**config.mk**
```make
export PLATFORM = sky130hd
export DESIGN_NAME = pipeline_hazard_ctrl
export DESIGN_NICKNAME = d
export VERILOG_FILES = /design/src/rtl/pipeline_pkg.sv /design/src/rtl/pipeline_hazard_ctrl_multi_timer.sv /design/src/rtl/pipeline_hazard_ctrl.sv
export SDC_FILE = /design/constraint.sdc
export NUM_CORES = 1
export LEC_CHECK = 0
export ABC_CLOCK_PERIOD_IN_PS = 4900
export CORE_UTILIZATION = 33
export DETAILED_ROUTE_END_ITERATION = 12
export PLACE_DENSITY = 0.95
export SYNTH_ARGS = -nofsm -noshare
export SYNTH_HDL_FRONTEND = slang
export SYNTH_SLANG_ARGS = --single-unit
```
**constraint.sdc**
```tcl
create_clock -name clock -period 4.9 [get_ports clock]
set_clock_uncertainty 0.2 [all_clocks]
set_input_delay 0.98 -clock clock [delete_from_list [all_inputs] [get_ports clock]]
set_output_delay 0.98 -clock clock [all_outputs]
set_load 0.1 [all_outputs]
```
**src/rtl/pipeline_pkg.sv**
```systemverilog
// pipeline_pkg: definitions shared by the hazard controller and the EX mul/div unit.
//   hz_state_e     - hazard controller state (RUN / MULTI)
//   REG_ZERO       - architectural x0, never a real dependency
//   MULDIV_LAT_DEF - default EX occupancy of a multi-cycle op
package pipeline_pkg;

   typedef enum logic {
      HZ_RUN   = 1'b0,
      HZ_MULTI = 1'b1
   } hz_state_e;

   localparam logic [4:0] REG_ZERO       = 5'd0;
   localparam int         MULDIV_LAT_DEF = 4;

endpackage

```
**src/rtl/pipeline_hazard_ctrl_multi_timer.sv**
```systemverilog
// hazard_multi_timer: loadable down-counter with a "last cycle" flag.
// Used by the hazard controller to time a multi-cycle EX op and reusable
// by the EX stage itself.
// Ports:
//   clock, reset   - rising-edge clock, asynchronous active-low reset
//   load, load_val - load the counter (has priority over dec)
//   dec            - decrement by one, saturating at zero
//   cnt            - current count
//   last           - count is 1 or 0: this decrement finishes the interval
module hazard_multi_timer #(
   parameter int CNT_W = 4
) (
   input  logic             clock,
   input  logic             reset,
   input  logic             load,
   input  logic [CNT_W-1:0] load_val,
   input  logic             dec,
   output logic [CNT_W-1:0] cnt,
   output logic             last
);

   localparam logic [CNT_W-1:0] ONE = {{(CNT_W-1){1'b0}}, 1'b1};

   logic [CNT_W-1:0] cnt_q;
   logic [CNT_W-1:0] cnt_d;

   always_comb begin
      cnt_d = cnt_q;
      if (load) begin
         cnt_d = load_val;
      end else if (dec && (cnt_q != '0)) begin
         cnt_d = cnt_q - ONE;
      end
   end

   always_ff @(posedge clock or negedge reset) begin
      if (!reset) begin
         cnt_q <= '0;
      end else begin
         cnt_q <= cnt_d;
      end
   end

   assign cnt  = cnt_q;
   assign last = (cnt_q <= ONE);

endmodule

```
**src/rtl/pipeline_hazard_ctrl.sv**
```systemverilog
// pipeline_hazard_ctrl: sequencing controller for IF/ID -> ID -> ID/EX.
// Each cycle decides PC/IF-ID hold, ID/EX bubble and IF/ID flush for
// load-use stalls, taken branches resolved in EX and multi-cycle EX ops.
// Outputs are a combinational decode of state and inputs, forced to a
// safe hold/flush pattern while reset is low.
// Optional feature: define HAZARD_PERF_EN to build the 32-bit stall
// counter on stall_cycles; otherwise stall_cycles is constant zero.
// Ports:
//   clock, reset          - rising-edge clock, asynchronous active-low reset
//   id_rs1/rs2, uses_*    - source registers of the instruction in ID
//   idex_memread, idex_rd - load flag / destination of instruction in EX
//   ex_multi_start        - first EX cycle of a mul/div
//   ex_branch_taken       - branch/jump resolved taken in EX
//   pc_write, if_id_write, id_ex_write - register load enables
//   if_id_flush, id_ex_bubble          - clear IF/ID, zero ID/EX control
//   stall_cycles          - cycles with pc_write low
//   dbg_state, dbg_cnt    - FSM state and multi-cycle count, for checkers
// Handshake note: there is no valid/ready pairing here; every output is a
// level-sensitive per-cycle command consumed at the next rising clock.
module pipeline_hazard_ctrl
   import pipeline_pkg::*;
#(
   parameter int MULDIV_LAT = MULDIV_LAT_DEF,
   parameter int CNT_W      = 4
) (
   input  logic             clock,
   input  logic             reset,
   input  logic [4:0]       id_rs1,
   input  logic [4:0]       id_rs2,
   input  logic             id_uses_rs1,
   input  logic             id_uses_rs2,
   input  logic             idex_memread,
   input  logic [4:0]       idex_rd,
   input  logic             ex_multi_start,
   input  logic             ex_branch_taken,
   output logic             pc_write,
   output logic             if_id_write,
   output logic             if_id_flush,
   output logic             id_ex_write,
   output logic             id_ex_bubble,
   output logic [31:0]      stall_cycles,
   output hz_state_e        dbg_state,
   output logic [CNT_W-1:0] dbg_cnt
);

   // MULTI covers the freeze cycles after the start cycle, so it lasts
   // MULDIV_LAT-2 cycles; for MULDIV_LAT==2 the start cycle alone suffices.
   localparam logic [CNT_W-1:0] START_CNT = CNT_W'(MULDIV_LAT - 2);

   hz_state_e state_q;
   hz_state_e state_d;

   logic timer_load;
   logic timer_dec;
   logic timer_last;
   logic load_use;
   logic pc_w, if_id_w, flush, id_ex_w, bubble;

   assign load_use = idex_memread && (idex_rd != REG_ZERO) &&
                     ((id_uses_rs1 && (idex_rd == id_rs1)) ||
                      (id_uses_rs2 && (idex_rd == id_rs2)));

   hazard_multi_timer #(.CNT_W(CNT_W)) u_timer (
      .clock    (clock),
      .reset    (reset),
      .load     (timer_load),
      .load_val (START_CNT),
      .dec      (timer_dec),
      .cnt      (dbg_cnt),
      .last     (timer_last)
   );

   always_comb begin
      state_d    = state_q;
      timer_load = 1'b0;
      timer_dec  = 1'b0;
      pc_w       = 1'b1;
      if_id_w    = 1'b1;
      flush      = 1'b0;
      id_ex_w    = 1'b1;
      bubble     = 1'b0;
      case (state_q)
         HZ_RUN: begin
            if (ex_branch_taken) begin
               // Squash the wrong-path instructions in IF/ID and ID.
               flush  = 1'b1;
               bubble = 1'b1;
            end else if (ex_multi_start) begin
               pc_w       = 1'b0;
               if_id_w    = 1'b0;
               id_ex_w    = 1'b0;
               timer_load = 1'b1;
               if (START_CNT != '0) begin
                  state_d = HZ_MULTI;
               end
            end else if (load_use) begin
               pc_w    = 1'b0;
               if_id_w = 1'b0;
               bubble  = 1'b1;
            end
         end
         HZ_MULTI: begin
            pc_w      = 1'b0;
            if_id_w   = 1'b0;
            id_ex_w   = 1'b0;
            timer_dec = 1'b1;
            if (timer_last) begin
               state_d = HZ_RUN;
            end
         end
         default: state_d = HZ_RUN;
      endcase
   end

   always_ff @(posedge clock or negedge reset) begin
      if (!reset) begin
         state_q <= HZ_RUN;
      end else begin
         state_q <= state_d;
      end
   end

   assign pc_write     = reset & pc_w;
   assign if_id_write  = reset & if_id_w;
   assign id_ex_write  = reset & id_ex_w;
   assign if_id_flush  = ~reset | flush;
   assign id_ex_bubble = ~reset | bubble;
   assign dbg_state    = state_q;

`ifdef HAZARD_PERF_EN
   logic [31:0] stall_cnt_q;
   logic [31:0] stall_cnt_d;

   always_comb begin
      stall_cnt_d = stall_cnt_q + {31'd0, ~pc_write};
   end

   always_ff @(posedge clock or negedge reset) begin
      if (!reset) begin
         stall_cnt_q <= '0;
      end else begin
         stall_cnt_q <= stall_cnt_d;
      end
   end

   assign stall_cycles = reset ? stall_cnt_q : 32'd0;
`else
   assign stall_cycles = 32'd0;
`endif

   // The EX stage is frozen during MULTI, so it cannot legally start
   // another op or resolve a branch.
   a_multi_quiet : assert property (@(posedge clock) disable iff (!reset)
      (state_q == HZ_MULTI) |-> !(ex_branch_taken || ex_multi_start));

endmodule

```
Yosys cells after proc, flatten, opt, wreduce, memory -nomap -nowiden
Cells that the tools add are included.
{ "totals": {"regBits": 5, "in_bits": 22, "output_inout_bits": 42, "word_cells": 42} }
{ "classes": {"add_sub_neg": 1, "magnitude_cmp": 1, "n_eq_ne": 2, "mux": 21, "n_bitwise": 6, "n_reduce_logical": 9} }
{ "op_table": {"columns": ["operator", "n"], "rows": [
  ["$mux 1", 16],
  ["$eq 5x5->1", 2],
  ["$mux 4", 2],
  ["$pmux 1 s2", 3],
  ["$logic_and 1x1->1", 5],
  ["$reduce_bool 5->1", 1],
  ["$le 4x1->1 const B", 1],
  ["$reduce_bool 4->1", 1],
  ["$sub 4x1->4 const B", 1],
  ["$and 1x1->1", 2],
  ["$not 1->1", 2],
  ["$or 1x1->1", 2],
  ["$reduce_bool 2->1", 1],
  ["$logic_or 1x1->1", 1]
]} }

Logic depth before layout (Yosys ltp)
Gate-level depths: netlist (run 1).
{ "logic_depth": {"ltp_word": 9, "mapped_depth": 5, "ltp_nobuf": 5} }

Hierarchy
Synthesis (run 1) repeated with hierarchy kept, for this count alone.
{ "unflattened": {"hier_cells": 94, "area_unflattened_um2": 765.7} }
{ "by_module_without_submodules": {"columns": ["mod", "instances", "cells_each", "area_per_inst_um2", "seq_area_each_um2"], "rows": [
  ["pipeline_hazard_ctrl", 1, 61, 471.7, 25.0],
  ["hazard_multi_timer", 1, 33, 294.0, 100.1]
]} }

Worst setup path before layout (run 1)
No wires, ideal clock.
{ "synth_timing": {"path_kind": "input to output", "from": "input ex_branch_taken", "to": "output id_ex_bubble", "arrival_ps": 4149, "t_required_ps": 3720, "setup_slack_ps": -429, "stages": 3, "n_path_buf": 0, "path_cell_list": "inv_1 o21ai_0 o21bai_1"} }
{ "synth_between": {"elab_chain_cells": 3} }
{ "synth_lines": {"columns": ["element", "line_no", "rtl"], "rows": [
  ["start: declaration", "pipeline_hazard_ctrl.sv:35", "input logic ex_branch_taken,"],
  ["$mux 1", "pipeline_hazard_ctrl.sv:84", "if (ex_branch_taken) begin"],
  ["$mux 1", "pipeline_hazard_ctrl.sv:82", "case (state_q)"],
  ["$or 1x1->1", "pipeline_hazard_ctrl.sv:127", "assign id_ex_bubble = ~reset | bubble;"],
  ["end: declaration", "pipeline_hazard_ctrl.sv:40", "output logic id_ex_bubble,"]
]} }
No other way between the ends.

Worst setup path after layout (run 1)
{ "layout_timing": {"from": "input idex_rd[0]", "to": "output pc_write"} }
{ "layout_between": {"elab_chain_cells": 9, "word_cells_on_any_way": 13, "cone_classes": "2 x eq/ne; 4 x mux; 1 x bitwise; 6 x reduce/logical"} }
{ "layout_lines": {"columns": ["element", "line_no", "rtl"], "rows": [
  ["start: declaration", "pipeline_hazard_ctrl.sv:33", "input logic [4:0] idex_rd,"],
  ["$eq 5x5->1, on equally long branches", "pipeline_hazard_ctrl.sv:60, pipeline_hazard_ctrl.sv:61", null],
  ["$logic_and 1x1->1, on equally long branches", "pipeline_hazard_ctrl.sv:60, pipeline_hazard_ctrl.sv:61", null],
  ["$logic_or 1x1->1", "pipeline_hazard_ctrl.sv:60", "((id_uses_rs1 && (idex_rd == id_rs1)) ||"],
  ["$logic_and 1x1->1 *", "pipeline_hazard_ctrl.sv:59", "assign load_use = idex_memread && (idex_rd != REG_ZERO) &&"],
  ["$mux 1 *", "pipeline_hazard_ctrl.sv:96", "end else if (load_use) begin"],
  ["$mux 1 *", "pipeline_hazard_ctrl.sv:88", "end else if (ex_multi_start) begin"],
  ["$mux 1 *", "pipeline_hazard_ctrl.sv:84", null],
  ["$pmux 1 s2 *", "pipeline_hazard_ctrl.sv:82", null],
  ["$and 1x1->1 *", "pipeline_hazard_ctrl.sv:123", "assign pc_write = reset & pc_w;"],
  ["end: declaration", "pipeline_hazard_ctrl.sv:36", "output logic pc_write,"]
]} }
Mark *: on every way between the ends. The rest lies on a longest branch, timed or not.

==> results of run 1 <==
[state kept, by name (all words and copies together), names as in the netlist]
name / count
u_timer.cnt: 4
dbg_state: 1
[routing by layer]
metal / global-route usage [%] / up-vias
met5: 0 / -
li1: - / 281
met4: 5.56 / 0
met2: 22.7 / 44
met1: 9.84 / 257
met3: 7.41 / 4
[synthesized netlist by cell type (2+ instances only)]
master	count
a211o_1	2
a21o_1	2
buf_4	33
dfrtp_1	5
ha_1	3
inv_1	5
nor2_1	3
o21ai_0	3
o21ai_1	2
or3_1	3
xnor2_1	2
xor2_1	9
[stage by stage]
stage / cell area [µm²] / std cells
2_1_floorplan: 822 / 116
3_3_place_gp: 906 / 141
3_5_place_dp: 906 / 141
4_1_cts: 932 / 145
5_1_grt: 932 / 145
6_report: 932 / 145
[layout make-up]
class	instances	area (µm²)	share of cell area [%]
multi-input cells	73	430	46.2
repair buffers	31	298	31.9
flip-flops and latches	5	125	13.4
well taps	27	33.8	3.62
clock buffers	4	26.3	2.82
inverters	5	18.8	2.01
[final timing paths]
kind	endpoint	from	slack, ns
setup / recovery	pc_write	idex_rd[0]	1.06
hold / removal	u_timer.cnt[1]	u_timer.cnt[1]	0.33
setup reg to reg	u_timer.cnt[2]	u_timer.cnt[0]	3.22
hold reg to reg	u_timer.cnt[1]	u_timer.cnt[1]	0.33
max in group asynchronous	u_timer.cnt[2]	reset	3.49
min in group asynchronous	u_timer.cnt[1]	reset	0.78
[cells by family (layout without fill, tap and decap cells)]
kind of cell             Yosys count  count (layout)
adder cells (fa/ha/maj)            3               3
other                              1              32
flip-flops                         5               5
buffers and inverters             38              40
AO/OA/AOI/OAI                     13              13
AND/OR/NAND/NOR                   14              14
XOR/XNOR                          11              11
[power by group]
group           total, W  switching [W]  leakage [nW]  internal, W
clock          0.0000498      0.0000189        0.0150    0.0000309
combinational   0.000484       0.000380         0.376     0.000103
sequential     0.0000840      0.0000225        0.0616    0.0000615
total           0.000617       0.000422         0.453     0.000196
==> flow_summary.json, run 1 <==
{
  "power.density_nw_per_um2": 662,
  "cts_buffers": 3,
  "synth.top_cell.area_share_pct": 35.1,
  "final_cell_mix": "32 x conb_1, 26 x clkdlybuf4s50_1, 9 x xor2_1",
  "grt_usage_pct": 12.1,
  "synthCells": 85,
  "hold_slack_ns": 0.329,
  "yosysSeqAreaShare_pct": 17.7,
  "grt_max_degree": 8,
  "tns_ns": 0,
  "ys_types": 25,
  "fillers": 198,
  "critical_path_required_ns": 3.72,
  "synth_area_leaders": "buf_4 35%, dfrtp_1 18%, xor2_1 11%",
  "root_buffer": "clkbuf_4",
  "crit_buf_inv": 2,
  "finalCritPeriodShare_pct": 78.4,
  "cts_max_level": 1,
  "drt_wl_total_mm": 1.38,
  "crit_fanout": 3,
  "dp_slack_ns": 1.07,
  "wl_met3_um": 139,
  "hold_buffers": 0,
  "die-area_um2": 2330,
  "dieHeight_um": 48.2,
  "routedLengthMet1_um": 475,
  "path_delay_family": "buffers and inverters",
  "cp_cell_sequence": "clkdlybuf4s50_1, xor2_1, nor4_2, a32oi_1, o31a_1, buf_4",
  "post_cts_buffers": 0,
  "hold-path-cell-count": 1,
  "critPathKind": "primary input to primary output",
  "syn_area_um2": 706,
  "die_x_um": 48.2,
  "worstRegToRegCells": 5,
  "synth-xor-area-share_pct": 13.7,
  "worst_pin_slew_ns": 0.964,
  "ios": 64,
  "dr.pass1.iters": 5,
  "slew_violations": 0,
  "drtAntennaViolNets": 0,
  "power_w": 0.000617,
  "clockBufferDepth": 2,
  "drc": 0,
  "end_kind": "primary output",
  "grt_pass1_vias": 467,
  "rows": 16,
  "fmaxAchievable_mhz": 260,
  "synth_simple_gate_area_share_pct": 12.6,
  "synth_edf_count": 0,
  "core_um2": 1980,
  "rsz0062_at_grt": "false",
  "nets": 144,
  "synth_adder_area_share_pct": 5.32,
  "worst_ep_arrival_time_ns": 2.66,
  "met2RoutedLength_um": 746,
  "place_congestion": 0.858,
  "synth_top_family_by_area": "buffers and inverters",
  "status": "finished, final reports clean",
  "antenna_found_initial": 0,
  "synthArstFlopShare_pct": 100,
  "synthFlopType": "dfrtp_1",
  "ys_warn_count": 0,
  "drtIter0Drc": 5,
  "power.leakage_nw": 0.453,
  "ys_ff_latch": 5,
  "slowest_stage": "clkdlybuf4s50_1",
  "max_slew_margin_pct": 35.5,
  "synth_compound_area_share_pct": 12.4,
  "synth_top_area_cell": "buf_4",
  "crit_cells": 6,
  "wl_per_cell_um": 9.50,
  "hold_violations": 0,
  "start_util_pct": 35.6,
  "num_vias": 586,
  "setup_ws_ns": 1.06,
  "cts-resized-gates": 0,
  "setup_viol": 0,
  "syn_avg_cell_area_um2": 8.30,
  "synth_mux_area_share_pct": 0,
  "gr-total-overflow": 0,
  "utilization_pct": 47.0,
  "clkSinkCount": 5,
  "drv_cap": 0,
  "fin_crit_ns": 3.84,
  "start_kind": "primary input",
  "hp-class": "register to register",
  "clk_latency_ns": 0.25,
  "grt_pass1_wl_mm": 1.84,
  "drive_gt1_share_pct": 8.47,
  "final_common_cell": "conb_1",
  "peakVddDrop_mv": 0.364,
  "highest_layer": "met4",
  "port_buffers": 31,
  "dp_hpwl_mm": 1.19,
  "cts_tree": "done",
  "clk_pin_slew_ns": 0.05,
  "vias_per_cell": 4.04,
  "antenna_cells": 0,
  "worst_path_largest_cell_delay_ns": 0.47,
  "areaGrowthSynthToFinish_pct": 32.1
}
No activity file was read; power rests on OpenSTA's default activity.
==> run 2, diff against run 1 <==
--- a/config.mk
+++ b/config.mk
@@ -5,10 +5,10 @@
 export SDC_FILE = /design/constraint.sdc
 export NUM_CORES = 1
 export LEC_CHECK = 0
-export ABC_CLOCK_PERIOD_IN_PS = 4900
-export CORE_UTILIZATION = 33
+export ABC_CLOCK_PERIOD_IN_PS = 3800
+export CORE_UTILIZATION = 31
 export DETAILED_ROUTE_END_ITERATION = 12
-export PLACE_DENSITY = 0.95
+export PLACE_DENSITY = 0.91
 export SYNTH_ARGS = -nofsm -noshare
 export SYNTH_HDL_FRONTEND = slang
 export SYNTH_SLANG_ARGS = --single-unit
==> constraint.sdc (replaced) <==
create_clock -name clock -period 3.8 [get_ports clock]
set_clock_uncertainty 0.2 [all_clocks]
set_input_delay 0.76 -clock clock [delete_from_list [all_inputs] [get_ports clock]]
set_output_delay 0.76 -clock clock [all_outputs]
set_load 0.1 [all_outputs]
==> flow_summary.json, run 2 (synthesis gave the netlist of run 1 again) <==
{
  "p_clk_share_pct": 7.7,
  "start_kind": "primary input",
  "p_comb_share_pct": 78.7,
  "gr-total-overflow": 0,
  "drive_gt1_share_pct": 11.0,
  "grt_pass1_wl_mm": 2.46,
  "dp_hpwl_mm": 1.31,
  "final_cell_mix": "32 x conb_1, 26 x clkdlybuf4s50_1, 9 x xor2_1, 5 x inv_1, 5 x dfrtp_1",
  "grt_usage_pct": 13.0,
  "power_w": 0.000830,
  "start_util_pct": 34.6,
  "worst_ep_arrival_time_ns": 2.44,
  "areaGrowthSynthToFinish_pct": 38.3,
  "instances_no_fill": 145,
  "rows": 16,
  "stdcell_area_um2": 976,
  "critical_path_required_ns": 2.84,
  "hold_buffers": 0,
  "pwr-share-seq_pct": 13.6,
  "rrSetupSlack_ns": 2.10,
  "hold_violations": 0,
  "dpl.cell_count": 141,
  "worstRegToRegCells": 5,
  "place_congestion": 0.816,
  "hp-class": "register to register",
  "dp_slack_ns": 0.401,
  "power_switching_w": 0.000559,
  "drtIter0Drc": 5,
  "crit_fanout": 3,
  "finalCritPeriodShare_pct": 89.4,
  "clkSinkCount": 5,
  "status": "finished, final reports clean",
  "slew_violations": 0,
  "root_buffer": "clkbuf_4",
  "post_cts_buffers": 0,
  "cts_buffers": 3,
  "hold-path-cell-count": 1,
  "drt_wl_total_mm": 1.61,
  "core_um2": 2040,
  "place_area_um2": 950,
  "grt_pass1_vias": 566,
  "drtAntennaViolNets": 0,
  "power.leakage_nw": 0.466,
  "fin_crit_ns": 3.40,
  "power.density_nw_per_um2": 851,
  "antenna_cells": 0,
  "critPathKind": "primary input to primary output",
  "clockBufferDepth": 2,
  "rsz0062_at_grt": "false",
  "cts-resized-gates": 0,
  "fmaxAchievable_mhz": 294,
  "grt_max_degree": 8,
  "dieHeight_um": 49.7,
  "vias_per_cell": 4.21,
  "peakVddDrop_mv": 0.691,
  "cts_max_level": 1,
  "die_x_um": 49.7,
  "end_kind": "primary output",
  "drc": 0,
  "worst_pin_slew_ns": 0.971,
  "nets": 144,
  "setup_viol": 0,
  "antenna_found_initial": 0,
  "internal_power_w": 0.000271,
  "setup_ws_ns": 0.402,
  "ios": 64,
  "final_common_cell": "conb_1",
  "port_buffers": 31,
  "largest_register_ffs": 4,
  "cts_tree": "done",
  "tns_ns": 0,
  "swShare_pct": 67.3,
  "clk_pin_slew_ns": 0.05,
  "die-area_um2": 2470,
  "wl_per_cell_um": 11.1,
  "dr.pass1.iters": 4,
  "clk_latency_ns": 0.24,
  "drv_cap": 0,
  "max_slew_margin_pct": 35.1,
  "num_vias": 611
}
## run 2: cell counts in the layout (fill, tap and decap cells not counted)
No cell type changed its count.
## run 2: stage by stage
stage          util, %  hold WS, ns
2_1_floorplan        -        0.264
5_1_grt           47.8        0.384
3_3_place_gp      46.5        0.319
4_1_cts           47.8        0.365
3_5_place_dp      46.5        0.335
6_report          47.8        0.364
## run 2: critical path: stages
cell and delay [ns]:
clkdlybuf4s50_1 0.47, xor2_1 0.20, nor4_2 0.27, a32oi_1 0.16
o31a_2 0.40, buf_12 0.18
## run 2: per-layer routing
layer / wire length, µm / vias to the layer above / share of wire (%) / GRT usage, %
met5: 0 / - / 0 / 0
met4: 0 / 0 / 0 / 4.29
met3: 241 / 0 / 15 / 5.86
met2: 767 / 49 / 48 / 21.6
met1: 598 / 280 / 37 / 14.5
li1: - / 282 / - / -
## run 2: area by class of cell
type | count | area [µm²]
Tap cell | 27 | 33.8
Timing Repair Buffer | 31 | 335
Sequential cell | 5 | 125
Clock buffer | 4 | 26.3
Inverter | 5 | 18.8
Fill cell | 203 | 1070
Multi-Input combinational cell | 73 | 437
## run 2: worst paths after layout
kind,from,to
worst max-delay path,idex_rd[4],if_id_write
worst min-delay path,u_timer.cnt[1],u_timer.cnt[1]
worst max register to register,u_timer.cnt[0],u_timer.cnt[2]
worst min register to register,u_timer.cnt[1],u_timer.cnt[1]
max in group asynchronous,reset,u_timer.cnt[2]
min in group asynchronous,reset,u_timer.cnt[0]
## run 2: power by group through the flow
stage / clock [W] / sequential [W] / combinational (W)
finish: 0.0000641 / 0.000113 / 0.000653
detailed placement: 0 / 0.000112 / 0.000650
global route: 0.0000680 / 0.000117 / 0.000679
global placement: 0 / 0.000110 / 0.000643
CTS: 0.0000660 / 0.000113 / 0.000653
floorplan: 0 / 0.000281 / 0.000365
